===== config.mk =====
export PLATFORM = sky130hd
export DESIGN_NAME = alu_result_stage
export DESIGN_NICKNAME = d
export VERILOG_FILES = /design/src/rtl/alu_result_stage_pkg.sv /design/src/rtl/alu_result_stage_bcd_adjust.sv /design/src/rtl/alu_result_stage.sv
export SDC_FILE = /design/constraint.sdc
export NUM_CORES = 1
export LEC_CHECK = 0
export BUFFER_PORTS_ARGS = -buffer_cell sky130_fd_sc_hd__clkbuf_2
export CORE_MARGIN = 2
export CORE_UTILIZATION = 54
export CTS_BUF_LIST = sky130_fd_sc_hd__clkbuf_8
export CTS_CLUSTER_SIZE = 20
export DETAILED_ROUTE_END_ITERATION = 12
export PLACE_DENSITY_LB_ADDON = 0.3
export RECOVER_POWER = 50
export SLEW_MARGIN = 20
export SYNTH_ARGS = -nofsm -noshare
export SYNTH_HDL_FRONTEND = slang
export SYNTH_SLANG_ARGS = --single-unit

===== constraint.sdc =====
create_clock -name clk -period 2.8 [get_ports clk]
set_input_delay 0.42 -clock clk [delete_from_list [all_inputs] [get_ports clk]]
set_output_delay 0.42 -clock clk [all_outputs]
set_load 0.1 [all_outputs]

===== src/rtl/alu_result_stage_pkg.sv =====
// Shared types and constants for the ALU result stage and its BCD corrector.
package alu_result_stage_pkg;

   // IDLE accepts new adder results; ADJ is the single decimal-correction cycle.
   typedef enum logic [0:0] {
      StIdle = 1'b0,
      StAdj  = 1'b1
   } state_e;

   localparam logic [7:0] BCD_LO_ADJ = 8'h06;
   localparam logic [7:0] BCD_HI_ADJ = 8'h60;
   localparam logic [7:0] BCD_MAX    = 8'h99;

endpackage


===== src/rtl/alu_result_stage_bcd_adjust.sv =====
// Combinational 65C02 BCD correction of a binary adder result.
module bcd_adjust
   import alu_result_stage_pkg::*;
(
   input  logic [7:0] sum,
   input  logic       co,
   input  logic       hc,
   input  logic       sub,
   output logic [7:0] adj,
   output logic       c
);

   logic lo_adj;
   logic hi_adj;

   // Addition corrects nibbles that overflowed or exceed 9; subtraction corrects on borrow.
   always_comb begin
      lo_adj = hc | (sum[3:0] > 4'd9);
      hi_adj = co | (sum > BCD_MAX);
      adj    = sum;
      c      = co;
      if (sub) begin
         adj = sum - (hc ? 8'h00 : BCD_LO_ADJ) - (co ? 8'h00 : BCD_HI_ADJ);
         c   = co;
      end else begin
         adj = sum + (lo_adj ? BCD_LO_ADJ : 8'h00) + (hi_adj ? BCD_HI_ADJ : 8'h00);
         c   = hi_adj;
      end
   end

endmodule


===== src/rtl/alu_result_stage.sv =====
// Registered result/flag stage after the ALU adder, with optional one-cycle BCD correction.
module alu_result_stage
   import alu_result_stage_pkg::*;
#(
   parameter bit DEC_ENABLE = 1'b1
) (
   input  logic       clk,
   input  logic       RST,
   input  logic       in_valid,
   output logic       in_ready,
   input  logic [7:0] a,
   input  logic [7:0] b,
   input  logic [7:0] sum,
   input  logic       co,
   input  logic       dec,
   input  logic       sub,
   output logic       out_valid,
   output logic [7:0] result,
   output logic       flag_n,
   output logic       flag_z,
   output logic       flag_c,
   output logic       flag_v
);

   state_e     state_q, state_d;
   logic [7:0] sum_q, sum_d;
   logic       co_q, co_d;
   logic       hc_q, hc_d;
   logic       v_q, v_d;
   logic       sub_q, sub_d;
   logic       out_valid_q, out_valid_d;
   logic [7:0] result_q, result_d;
   logic       n_q, n_d, z_q, z_d, c_q, c_d, fv_q, fv_d;

   logic       accept;
   logic       in_hc;
   logic       in_v;
   logic [7:0] adj;
   logic       adj_c;

   assign in_ready = (state_q == StIdle);
   assign accept   = in_valid && in_ready;
   // Carry into bit 4 recovered from the operands and sum.
   assign in_hc    = a[4] ^ b[4] ^ sum[4];
   assign in_v     = (a[7] ~^ b[7]) & (a[7] ^ sum[7]);

   bcd_adjust u_bcd_adjust (
      .sum (sum_q),
      .co  (co_q),
      .hc  (hc_q),
      .sub (sub_q),
      .adj (adj),
      .c   (adj_c)
   );

   // Next-state, operand capture and result/flag update.
   always_comb begin
      state_d     = state_q;
      sum_d       = sum_q;
      co_d        = co_q;
      hc_d        = hc_q;
      v_d         = v_q;
      sub_d       = sub_q;
      out_valid_d = 1'b0;
      result_d    = result_q;
      n_d         = n_q;
      z_d         = z_q;
      c_d         = c_q;
      fv_d        = fv_q;
      unique case (state_q)
         StIdle: begin
            if (accept) begin
               if (DEC_ENABLE && dec) begin
                  sum_d   = sum;
                  co_d    = co;
                  hc_d    = in_hc;
                  v_d     = in_v;
                  sub_d   = sub;
                  state_d = StAdj;
               end else begin
                  out_valid_d = 1'b1;
                  result_d    = sum;
                  n_d         = sum[7];
                  z_d         = (sum == 8'h00);
                  c_d         = co;
                  fv_d        = in_v;
               end
            end
         end
         StAdj: begin
            // N/Z follow the corrected value; V stays the binary overflow.
            out_valid_d = 1'b1;
            result_d    = adj;
            n_d         = adj[7];
            z_d         = (adj == 8'h00);
            c_d         = adj_c;
            fv_d        = v_q;
            state_d     = StIdle;
         end
         default: state_d = StIdle;
      endcase
   end

   // State and output registers with synchronous reset.
   always_ff @(posedge clk) begin
      if (RST) begin
         state_q     <= StIdle;
         sum_q       <= 8'h00;
         co_q        <= 1'b0;
         hc_q        <= 1'b0;
         v_q         <= 1'b0;
         sub_q       <= 1'b0;
         out_valid_q <= 1'b0;
         result_q    <= 8'h00;
         n_q         <= 1'b0;
         z_q         <= 1'b0;
         c_q         <= 1'b0;
         fv_q        <= 1'b0;
      end else begin
         state_q     <= state_d;
         sum_q       <= sum_d;
         co_q        <= co_d;
         hc_q        <= hc_d;
         v_q         <= v_d;
         sub_q       <= sub_d;
         out_valid_q <= out_valid_d;
         result_q    <= result_d;
         n_q         <= n_d;
         z_q         <= z_d;
         c_q         <= c_d;
         fv_q        <= fv_d;
      end
   end

   assign out_valid = out_valid_q;
   assign result    = result_q;
   assign flag_n    = n_q;
   assign flag_z    = z_q;
   assign flag_c    = c_q;
   assign flag_v    = fv_q;

endmodule

==> metrics <==
status=finished, final reports clean; DR vias/cell=5.61; CP Data Arrival Time=2.82 ns; Ports=44; ANT nets after route=0; Net Count, Synth=258; Final Max Slew Viols=0; most common cell after layout, fill and taps aside=nand2_1; Fmax=377 MHz; wire per inst=13.4 um; met2 Use GR=38.5%; nets=291; register area share after synthesis=30.1%; Root Buffer=clkbuf_8; commonest non-fill, non-tap cells in the layout=nand2_1 (32), dfxtp_1 (24), nor2_1 (21), a21oi_1 (21), clkbuf_2 (18); P per Cell Area=470 nW/um2; Synth area leaders=dfxtp_1 (30%), ha_1 (12%), nand2_1 (7.2%), a21oi_1 (6.3%), nor2_1 (4.7%); All-Layer GR Usage=22.1%; Post-Syn Instances=211; routed wire length=3690 um; GR Layer Usage met1=28.7%; H-tree levels=1; Max-cap violations=0; DP Worst Slack=-0.0366 ns; GR Overflow Total=0; Syn Area/Cell=7.88 um2; CP endpoint kind=flop; Via Count=1,547; RSZ-0062 raised after global routing=no; CP Launch Type=flop; Syn. warnings=0; Clock Latency Late Sink=0.27 ns; slew margin rel.=22.0%; Synth Flop Type=dfxtp_1; clock sink total=25; Final WS setup=0.149 ns; Tightest Pin Transition=1.18 ns; Min Clock Period, post-route=2.65 ns; Reg clk slew, reported paths=0.09 ns; number of global-route vias before repair=1,408; EDFF count, synth=0; Filler Cells Inserted=277; Clock Skews=0.00689 ns; IR drop worst, VDD=0.358 mV; largest net degree at the start of global routing=27; height of the chip=59.5 um; crit path kind=reg2reg; met3 Use GR=3.93%; Core Region=2980 um2; Req. time, crit path=2.97 ns; Post-Layout Cell Count=276; residual DRC count=0; Pleak=0.803 nW; drt pass-1 iters=4; Clock Path Buffers=2; drt first-iter violations=95; Yosys reg bits=25; total negative slack=0 ns; Hold WC Path Type=in2reg; post-route clock period utilization=94.7%; area leader, netlist=dfxtp_1; asr flop ratio synth=0%; GPL Wtd Cong=0.758; top-area cell type share of the netlist area=30.1%; initial antenna violation count=0; Starting Density=55.8%; Netlist cell types=41; global route hottest layer=met2; buffers added on ports=31; Mapped Area=1660 um2; crit path max fanout=5; Die ar.=3540 um2; TritonCTS buffer count=3; row cnt=20; first-pass GRT wire length=6070 um; Die W=59.5 um; Placed Cells=271; area delta synth->final=14.9%; Final setup viols=0; diodes inserted=0; final hold vios=0; share of layout cells above drive strength 1=16.0%; CTS tree=yes; DPL Wire Length=2830 um
cell families (layout without fill, tap and decap cells):
logic type | count (synthesis) | after routing | share of synthesized area [%]
XOR/XNOR | 11 | 11 | 5.79
buffers and inverters | 27 | 59 | 6.62
AND/OR/NAND/NOR | 75 | 75 | 20.5
multiplexers | 6 | 6 | 3.61
flip-flops | 25 | 25 | 30.1
AO/OA/AOI/OAI | 50 | 50 | 20.2
adder cells (fa/ha/maj) | 17 | 17 | 13.2
per-stage QoR:
stage	utilization, %	total power [W]	hold slack [ns]	area [um2]
5_1_grt	64.2	0.000942	0.383	1910
4_1_cts	64.5	0.000904	0.379	1920
2_1_floorplan	-	0.000628	0.432	1660
3_3_place_gp	62.6	0.000686	0.442	1870
6_report	64.2	0.000897	0.377	1910
3_5_place_dp	62.6	0.000693	0.447	1870
cell usage after synthesis (2+ instances only):
cell type,number
xor2_1,4
a211oi_1,10
o21ai_0,2
o21ai_1,3
nand2b_1,4
and3_1,2
clkbuf_1,7
ha_1,16
xnor2_1,7
nor4_1,3
inv_1,14
a21oi_1,21
nor2_1,21
buf_2,4
dfxtp_1,25
mux2i_1,6
nor2b_1,6
nand3_1,2
nand2_1,32
final cells by class:
type	instances	area (um2)	area share, %
sequential	25	504	26.4
clock inverter	1	5.00	0.262
clock buffer	3	41.3	2.16
inverter	15	56.3	2.95
multi-input combinational	159	1060	55.7
timing repair buffer	40	199	10.4
tap	33	41.3	2.16
power breakdown:
group          internal, W  switching [W]  leakage (nW)  total (W)
sequential        0.000375      0.0000157         0.205   0.000391
clock            0.0000995       0.000114        0.0255   0.000213
combinational    0.0000879       0.000205         0.572   0.000293
total             0.000563       0.000335         0.803   0.000897
routing by layer:
metal,vias up,wire length (um)
li1,785,-
met1,718,1570
met2,40,1870
met3,4,203
met4,0,40
met5,-,0
registers in the layout (all words and copies together) (netlist names):
register and flops:
co_q 1, flag_c 1, flag_v 1, flag_z 1, hc_q 1, out_valid 1, result 8, state_q 1
sub_q 1, sum_q 8, v_q 1
repair_timing:
action                                  4_1_cts  5_1_grt
endpoints found under the setup margin        2        2
cloned                                        0        0
pin swaps                                     0        2
gates resized for setup                       2        2
hold buffers                                  0        0
buffers inserted                              0        1
path summary, 6_finish.rpt:
kind                              start             endpoint  slack [ns]  cells past startpoint
hold / removal                      sub   sub_q$_SDFFE_PP0P_        0.38                      3
hold reg to reg       hc_q$_SDFFE_PP0P_    hc_q$_SDFFE_PP0P_        0.46                      2
setup reg to reg  sum_q[0]$_SDFFE_PP0P_  flag_z$_SDFFE_PP0P_        0.15                     14
setup / recovery  sum_q[0]$_SDFFE_PP0P_  flag_z$_SDFFE_PP0P_        0.15                     14
worst max-delay path, cell delays in order, from the launching register on:
cell      delay, ns
dfxtp_4        0.37
inv_1          0.06
ha_1           0.20
o21ai_2        0.13
nand2_1        0.07
nand2_1        0.08
ha_1           0.17
inv_1          0.06
fa_1           0.38
and3b_2        0.26
a21oi_2        0.07
o221ai_2       0.19
o211ai_2       0.15
xor2_2         0.18
a41o_1         0.19
(Power assumes the default switching activity.)
